--- src/rtl/mosaic_pkg.sv ---
// Shared definitions for the mosaic line fetcher: FSM encoding, default
// display/mosaic geometry and the read-slot rewind rule.
package mosaic_pkg;

    localparam int DEF_H_WIDTH    = 800;
    localparam int DEF_V_WIDTH    = 600;
    localparam int DEF_SRC_STRIDE = 800;
    localparam int DEF_TILES_X    = 2;
    localparam int DEF_TILES_Y    = 2;
    localparam int DEF_DECIM      = 2;
    localparam int DEF_SLOT_SHIFT = 21;
    localparam int DEF_MAX_OUTST  = 64;

    localparam int LINE_W = 11;
    localparam int SLOT_W = 6;

    typedef enum logic [1:0] {
        ST_IDLE  = 2'd0,
        ST_ARM   = 2'd1,
        ST_FETCH = 2'd2,
        ST_GAP   = 2'd3
    } fetch_state_e;

    // The reader trails the producer by one slot so it never reads a frame being written.
    function automatic logic [SLOT_W-1:0] slot_rewind(input logic [SLOT_W-1:0] wr_slot,
                                                      input logic [SLOT_W-1:0] mask);
        return (wr_slot - SLOT_W'(1)) & mask;
    endfunction

endpackage

--- src/rtl/mosaic_addr_gen.sv ---
// Combinational mapping from display pixel (h, v) to the DDR word address of the
// decimated source pixel inside the owning tile's current read slot.
module mosaic_addr_gen
    import mosaic_pkg::*;
#(
    parameter int H_WIDTH    = DEF_H_WIDTH,
    parameter int V_WIDTH    = DEF_V_WIDTH,
    parameter int SRC_STRIDE = DEF_SRC_STRIDE,
    parameter int TILES_X    = DEF_TILES_X,
    parameter int TILES_Y    = DEF_TILES_Y,
    parameter int DECIM      = DEF_DECIM,
    parameter int SLOT_SHIFT = DEF_SLOT_SHIFT
) (
    input  logic [LINE_W-1:0]                     h_i,
    input  logic [LINE_W-1:0]                     v_i,
    input  logic [TILES_X*TILES_Y*SLOT_W-1:0]     slots_i,
    input  logic [TILES_X*TILES_Y*32-1:0]         bases_i,
    output logic [31:0]                           addr_o
);

    localparam int          NT       = TILES_X * TILES_Y;
    localparam int unsigned TW       = H_WIDTH / TILES_X;
    localparam int unsigned TH       = V_WIDTH / TILES_Y;
    localparam logic [31:0] OFF_MASK = 32'((64'd1 << SLOT_SHIFT) - 64'd1);

    logic [31:0]       tx, ty, lx, ly, tile, off, base;
    logic [SLOT_W-1:0] slot;

    always_comb begin
        // NOTE: every signal written here gets a default first, so no latch is inferred.
        base = '0;
        slot = '0;
        tx   = 32'(h_i) / TW;
        ty   = 32'(v_i) / TH;
        lx   = 32'(h_i) - tx * TW;
        ly   = 32'(v_i) - ty * TH;
        tile = ty * TILES_X + tx;
        off  = (ly * DECIM * SRC_STRIDE + lx * DECIM) & OFF_MASK;
        for (int i = 0; i < NT; i++) begin
            if (tile == 32'(i)) begin
                base = bases_i[i*32 +: 32];
                slot = slots_i[i*SLOT_W +: SLOT_W];
            end
        end
        addr_o = base + (32'(slot) << SLOT_SHIFT) + off;
    end

endmodule

--- src/rtl/mosaic_line_fetcher.sv ---
// Line prefetcher for a tiled camera mosaic: walks one display line per line_start
// and issues DDR word reads into the per-tile frame slot trailing the producer.
module mosaic_line_fetcher
    import mosaic_pkg::*;
#(
    parameter int H_WIDTH    = DEF_H_WIDTH,
    parameter int V_WIDTH    = DEF_V_WIDTH,
    parameter int SRC_STRIDE = DEF_SRC_STRIDE,
    parameter int TILES_X    = DEF_TILES_X,
    parameter int TILES_Y    = DEF_TILES_Y,
    parameter int DECIM      = DEF_DECIM,
    parameter int SLOT_SHIFT = DEF_SLOT_SHIFT,
    parameter int MAX_OUTST  = DEF_MAX_OUTST
) (
    input  logic                                  sys_clk,
    input  logic                                  sys_rst,
    input  logic                                  frame_start,
    input  logic                                  line_start,
    input  logic [LINE_W-1:0]                     line_num,
    input  logic [TILES_X*TILES_Y*32-1:0]         tile_base,
    input  logic [TILES_X*TILES_Y*SLOT_W-1:0]     tile_wr_slot,
    input  logic [TILES_X*TILES_Y*SLOT_W-1:0]     tile_slot_mask,
    output logic [31:0]                           DDR_READ_ADDR,
    output logic                                  DDR_READ_REQ,
    input  logic                                  DDR_READ_READY,
    input  logic                                  DDR_READ_DATA_VALID,
    output logic                                  line_done,
    output logic                                  overrun,
    output logic [7:0]                            outstanding
);

    localparam int                NT     = TILES_X * TILES_Y;
    localparam logic [LINE_W-1:0] H_LAST = LINE_W'(H_WIDTH - 1);
    localparam logic [LINE_W-1:0] V_LIM  = LINE_W'(V_WIDTH);
    localparam logic [7:0]        MAX_O  = 8'(MAX_OUTST);

    fetch_state_e             state_q, state_d;
    logic [LINE_W-1:0]        h_q, h_d, v_q, v_d;
    logic [NT*SLOT_W-1:0]     slot_q, slot_d;
    logic [7:0]               outst_q, outst_d;
    logic                     overrun_q, overrun_d;
    logic                     line_done_q, line_done_d;
    logic                     accept, line_ok;
    logic [31:0]              addr;

    mosaic_addr_gen #(
        .H_WIDTH    (H_WIDTH),
        .V_WIDTH    (V_WIDTH),
        .SRC_STRIDE (SRC_STRIDE),
        .TILES_X    (TILES_X),
        .TILES_Y    (TILES_Y),
        .DECIM      (DECIM),
        .SLOT_SHIFT (SLOT_SHIFT)
    ) u_addr_gen (
        .h_i     (h_q),
        .v_i     (v_q),
        .slots_i (slot_q),
        .bases_i (tile_base),
        .addr_o  (addr)
    );

    assign DDR_READ_REQ  = (state_q == ST_FETCH) && (outst_q < MAX_O);
    assign DDR_READ_ADDR = (state_q == ST_FETCH) ? addr : '0;
    assign accept        = DDR_READ_REQ && DDR_READ_READY;
    assign line_ok       = line_num < V_LIM;
    assign line_done     = line_done_q;
    assign overrun       = overrun_q;
    assign outstanding   = outst_q;

    always_comb begin
        state_d     = state_q;
        h_d         = h_q;
        v_d         = v_q;
        slot_d      = slot_q;
        outst_d     = outst_q;
        overrun_d   = overrun_q;
        line_done_d = 1'b0;

        // Slots follow frame_start in every state, so a mid-line frame switch takes effect at once.
        if (frame_start) begin
            for (int i = 0; i < NT; i++) begin
                slot_d[i*SLOT_W +: SLOT_W] = slot_rewind(tile_wr_slot[i*SLOT_W +: SLOT_W],
                                                         tile_slot_mask[i*SLOT_W +: SLOT_W]);
            end
        end

        case (state_q)
            ST_IDLE: begin
                if (frame_start) state_d = ST_ARM;
            end
            ST_ARM: begin
                if (line_start) begin
                    if (line_ok) begin
                        state_d = ST_FETCH;
                        h_d     = '0;
                        v_d     = line_num;
                    end else begin
                        state_d = ST_IDLE;
                    end
                end
            end
            ST_FETCH, ST_GAP: begin
                if (line_start) begin
                    // A new line before the previous one finished: drop it and restart.
                    overrun_d = 1'b1;
                    if (line_ok) begin
                        state_d = ST_FETCH;
                        h_d     = '0;
                        v_d     = line_num;
                    end else begin
                        state_d = ST_IDLE;
                    end
                end else if (state_q == ST_GAP) begin
                    state_d = ST_ARM;
                end else if (accept) begin
                    if (h_q == H_LAST) begin
                        state_d     = ST_GAP;
                        h_d         = '0;
                        line_done_d = 1'b1;
                    end else begin
                        h_d = h_q + LINE_W'(1);
                    end
                end
            end
            default: state_d = ST_IDLE;
        endcase

        case ({accept, DDR_READ_DATA_VALID})
            2'b10:   outst_d = outst_q + 8'd1;
            2'b01:   if (outst_q != 8'd0) outst_d = outst_q - 8'd1;
            default: outst_d = outst_q;
        endcase
        if (DDR_READ_DATA_VALID && (outst_q == 8'd0)) overrun_d = 1'b1;
    end

    // NOTE: sequential state is updated with non-blocking assignments only.
    always_ff @(posedge sys_clk) begin
        if (sys_rst) begin
            state_q     <= ST_IDLE;
            h_q         <= '0;
            v_q         <= '0;
            slot_q      <= '0;
            outst_q     <= '0;
            overrun_q   <= 1'b0;
            line_done_q <= 1'b0;
        end else begin
            state_q     <= state_d;
            h_q         <= h_d;
            v_q         <= v_d;
            slot_q      <= slot_d;
            outst_q     <= outst_d;
            overrun_q   <= overrun_d;
            line_done_q <= line_done_d;
        end
    end

endmodule

--- config.mk ---
export PLATFORM = sky130hd
export DESIGN_NAME = mosaic_line_fetcher
export DESIGN_NICKNAME = d
export VERILOG_FILES = /design/src/rtl/mosaic_pkg.sv /design/src/rtl/mosaic_addr_gen.sv /design/src/rtl/mosaic_line_fetcher.sv
export SDC_FILE = /design/constraint.sdc
export NUM_CORES = 1
export LEC_CHECK = 0
export ABC_AREA = 0
export CORE_UTILIZATION = 66
export CTS_CLUSTER_DIAMETER = 100
export DETAILED_ROUTE_END_ITERATION = 8
export DONT_BUFFER_PORTS = 1
export GPL_TIMING_DRIVEN = 0
export PLACE_DENSITY_LB_ADDON = 0.15
export SYNTH_ARGS = -nofsm -noshare
export SYNTH_HDL_FRONTEND = slang
export SYNTH_HIERARCHICAL = 1
export SYNTH_SLANG_ARGS = --single-unit
--- constraint.sdc ---
create_clock -name sys_clk -period 34 [get_ports sys_clk]
set_input_delay 8.5 -clock sys_clk [delete_from_list [all_inputs] [get_ports sys_clk]]
set_output_delay 8.5 -clock sys_clk [all_outputs]
set_load 0.05 [all_outputs]
After elaboration in Yosys (flattened, before gate mapping):

Index checks and enable logic that the tools add are counted.

* bits of input ports: 193
* output and inout bits: 43
* flip-flop bits (word level): 58
* word-level logic and storage cells: 98

* bitwise gates (word level): 6
* order comparisons: 2
* reduce and logical (&&, ||, !) cells: 19
* multipliers: 3
* divide/modulo/power cells: 2
* add/subtract/negate cells: 13
* equality and inequality tests: 16
* mux-type cells: 30

Operators with widths (count)
* $mux W32: 5
* $mux W11: 6
* $div A11 B9 Y32 const B: 2
* $eq A32 B2 Y1 const B: 2
* $add A32 B21 Y32: 1
* $add A32 B27 Y32: 1
* $add A32 B32 Y32: 1
* $eq A32 B1 Y1 const B: 1
* $logic_not A32 Y1: 1
* $mul A32 B5 Y16 const B: 1
* $mul A32 B7 Y29 const B: 1
* $mul A31 B5 Y15 const B: 1
* $sub A11 B31 Y31: 1
* $and A6 B6 Y6: 4
* $mux W6: 4
* $sub A6 B1 Y6 const B: 4
* $pmux W11 S2: 1
* $add A21 B21 Y21: 1
* $sub A11 B20 Y20: 1
* $pmux W8 S2: 1
* $mux W2: 7
* $add A11 B1 Y11 const B: 1
* $eq A11 B10 Y1 const B: 1
* $lt A11 B10 Y1 const B: 1
* other kinds (23): 41

Longest topological paths before layout:

* depth in word-level cells: 10
* depth in mapped cells: 48
* depth with buffers taken out: 47

Modules after synthesis:

The synthesis kept the hierarchy.

By module, submodules not included
* mosaic_addr_gen: cells an instance 699, instances 1, sequential area each 0.0 um^2, area each 5820.6 um^2
* mosaic_line_fetcher: cells an instance 388, instances 1, sequential area each 1161.1 um^2, area each 3119.2 um^2

Least setup slack after synthesis:

OpenSTA, ideal clock, no wires.

* path type: input to output
* start point: input tile_base[2]
* end point: output DDR_READ_ADDR[30]
* setup slack: 13.721 ns
* path buffers: 0
* required time: 25.500 ns
* cell stages on the path: 13
* data arrival time: 11.779 ns
* cell sequence: mux4_2 > and2_1 > ha_1 > a211oi_1 > o21a_1 > o31ai_1 > a211o_1 > a31oi_1 > o21ai_0 > a31o_2 > and4_1 > xnor2_1 > and3_1

* word-level cells in the longest chain between the ends: 7

RTL lines
* start: declaration: line mosaic_line_fetcher.sv:20 `input logic [TILES_X*TILES_Y*32-1:0] tile_base,`
* $mux W32 (4 in a row): line mosaic_addr_gen.sv:40 `if (tile == 32'(i)) begin`
* $add A32 B27 Y32: line mosaic_addr_gen.sv:45 `addr_o = base + (32'(slot) << SLOT_SHIFT) + off;`
* $add A32 B21 Y32: line mosaic_addr_gen.sv:45
* named net addr[30]: line mosaic_line_fetcher.sv:44 `logic [31:0] addr;`
* $mux W32: line mosaic_line_fetcher.sv:63 `assign DDR_READ_ADDR = (state_q == ST_FETCH) ? addr : '0;`
* end: declaration: line mosaic_line_fetcher.sv:23 `output logic [31:0] DDR_READ_ADDR,`

The timed path passes the listed nets, and every way through them passes these cells.

Worst setup path in the final report:

* start point: input tile_base[3]
* end point: output DDR_READ_ADDR[28]

Same word-level chain as after synthesis.

==> results.ini <==
[synthesis]
synthSimpleGateAreaFrac_pct = 23.14
synth_area_per_cell_um2 = 8.224
ys_ff_latch = 58
synthXorXnorAreaFrac_pct = 8.943
yosysTopAreaCell = ha_1
synth_common_cells = ha_1, a21oi_1, nor2_1
synth_flop_cell = dfxtp_1
muxShareOfSynthArea_pct = 10.86
synthTopCellsByArea = ha_1, dfxtp_1, mux4_2
synthMostInstantiatedCell = ha_1
synth_cell_type_count = 82
post-synth-top-area-fraction_pct = 15.82
synthCells = 1087
synth_edf_count = 0
synthAdderAreaFrac_pct = 19.17
synth_compound_area_share_pct = 19.10
syn-cell-area_um2 = 8940
synth_nets = 1408
synth_warnings = 6
async_reset_ff_share_pct = 0
yosysSeqAreaShare_pct = 12.99
synth_top_family_by_area = simple AND/OR/NAND/NOR gates

[power_and_ir_drop]
power.share.combinational_pct = 48.9
leakage_nw = 4.363
power.switching_w = 0.0001565
swShare_pct = 42.55
powerDensity_nw_per_um2 = 38.82
seqPwrFrac_pct = 26.6
power_w = 0.0003677
peakVddDrop_mv = 0.06643
p_int_w = 0.0002113
clkPwrFrac_pct = 24.5

[final_layout]
multi_input_area_um2 = 7267
fillers = 1117
post-route-cell-area_um2 = 9473
ff_latch_area_um2 = 1161
syn_to_final_growth_pct = 5.962
nets = 1419
drive_gt1_share_pct = 7.797

[floorplan]
core.rowCount = 42
ioPinCount = 236
start_util_pct = 67.51
dieArea_um2 = 14020
die_height_um = 118.4
die_x_um = 118.4
fp.coreArea_um2 = 13240

[setup_path]
max_stage_delay_ns = 0.58
path_cells = mux4_2 > and2_1 > ha_1 > o21ai_0 > o21a_1 > o31ai_1 > a211o_1 > a31oi_1 > o21ai_0 > a31o_2 > a31oi_1 > nor3_1 > and3_1
startpoint_type = input pin
crit_type = in -> out
critPathSlowestCell = o31ai_1
crit_buf_inv = 0
arrival_ns = 12.40
cp-end-kind = output port
critical_path_required_ns = 25.50
crit_family = compound AO/OA/AOI/OAI gates
critPathMaxFanout = 4

[clock_network]
post-cts-setup-buffers = 0
htreeDepth = 3
clockBufferDepth = 2
numCtsBuffers = 9
cts_hold_buffers = 0
clock_latency_ns = 0.33
ctsResizeCount = 0
cts_tree = yes
cts.sinks = 58
clk_pin_slew_ns = 0.05
cts_root_buffer = clkbuf_16

[detailed_routing]
ant_nets = 0
drt-total-wl_um = 25170
wl_per_cell_um = 19.61
vias = 8364
drt_iter0_drc = 828
top_layer = met5
met2_length_um = 11740
vias_per_cell = 6.519
wl_met3_um = 2112
drc = 0
wl_met1_um = 10300
drt_pass1_iterations = 5

[sta]
drv_slew = 0
slew_headroom_pct = 18.01
clock.fmax_mhz = 47.85
hold_viol_final = 0
fin_skew_ns = 0.004075
finalSetupTns_ns = 0
setup_viol = 0
worstMarginPinSlew_ns = 1.220
period_minus_slack_ns = 20.90
fin_crit_sh_pct = 61.46
grt_setup_unrepaired = no

[place]
place_area_um2 = 9166
io_buffers = 0
dp_hpwl_um = 20760
gp_congestion = 0.9816

[global_routing]
grt_pass1_vias = 8050
grt_usage_pct = 36.00
grt_overflow_total = 0
antenna_found_initial = 6
grt_max_degree = 17
grt_pass1_wl_um = 40230

[run_status]
status = finished clean

[flow_run]
drv_cap = 0

[min_path]
min_path_type = reg -> reg

worst register-to-register path: cells and delay by family, from the launching register on:
family	cells	cell delay, ns
AO/OA/AOI/OAI	4	0.92
XOR/XNOR	1	0.21
adder cells (fa/ha/maj)	1	0.26
flip-flops	1	0.57
AND/OR/NAND/NOR	3	0.94
worst paths after layout:
kind | startpoint | end | slack [ns] | cells after the start
min | slot_q[6] | slot_q[6] | 0.47 | 2
max reg2reg | outstanding[6] | outstanding[6] | 31.02 | 9
max | tile_base[3] | DDR_READ_ADDR[28] | 13.10 | 13
min reg2reg | slot_q[6] | slot_q[6] | 0.47 | 2
metrics by stage:
| stage | hold WS, ns | setup slack, ns | utilization (%) | cells |
|---|---|---|---|---|
| 5_1_grt | 0.4742 | 12.81 | 71.51 | 1282 |
| 2_1_floorplan | 0.4426 | 13.72 | - | 1087 |
| 3_5_place_dp | 0.4603 | 13.24 | 69.22 | 1263 |
| 4_1_cts | 0.4691 | 13.21 | 71.46 | 1279 |
| 3_3_place_gp | 0.4509 | 13.27 | 69.17 | 1263 |
| 6_report | 0.4708 | 13.10 | 71.53 | 1283 |
cell type report:
class	instances	share of cell area, %
antenna	4	0.1057
buffer	47	2.285
clock buffer	11	2.562
clock inverter	5	0.5680
inverter	76	3.183
multi-input combinational	906	76.71
sequential	58	12.26
tap	176	2.325
flip-flops by register name, indices dropped and copies added, names as in the netlist:
signal / cells
v_q: 11
h_q: 11
state_q: 2
overrun: 1
outstanding: 8
slot_q: 24
line_done: 1
cell usage in the layout, fill, tap and decap left out, types with 12 or more instances in the layout:
cell type and count:
and2_1 38, a21o_1 28, nor2_1 73, dfxtp_1 58, and3_1 41, fa_1 15
mux4_2 35, nand3_1 41, mux2i_1 16, nor2b_1 16, inv_1 72, o21a_1 13
nand2_1 53, or3_1 13, ha_1 113, nor3_1 21, a21oi_1 79, xnor2_1 58
nor4_1 12, clkbuf_1 32, nand2b_1 36, xor2_1 28, a31oi_1 12, o21ai_0 37
per-layer routing:
| metal | GRT usage (%) | vias to the layer above |
|---|---|---|
| li1 | - | 4007 |
| met1 | 44.49 | 3909 |
| met2 | 60.37 | 381 |
| met3 | 7.963 | 63 |
| met4 | 15.27 | 4 |
| met5 | 0 | - |
power groups by stage:
stage	logic (W)	registers (W)	clock network, W
after floorplan	0.000147	0.0000962	0
after detailed placement	0.000177	0.0000987	0
after global placement	0.000173	0.0000986	0
final	0.000180	0.0000977	0.0000900
after global routing	0.000201	0.0000986	0.0000934
after CTS	0.000178	0.0000974	0.0000899
logic make-up (layout without fill, tap and decap cells):
| kind of cell | Yosys count | after routing |
|---|---|---|
| buffers and inverters | 123 | 139 |
| DFF | 58 | 58 |
| xor gates and xnor gates | 88 | 88 |
| other | 0 | 4 |
| adders and majority gates | 128 | 128 |
| and+or+nand+nor | 383 | 383 |
| AOI/OAI and AO/OA | 254 | 254 |
| muxes | 53 | 53 |
No activity file was read; power rests on OpenSTA's default activity.
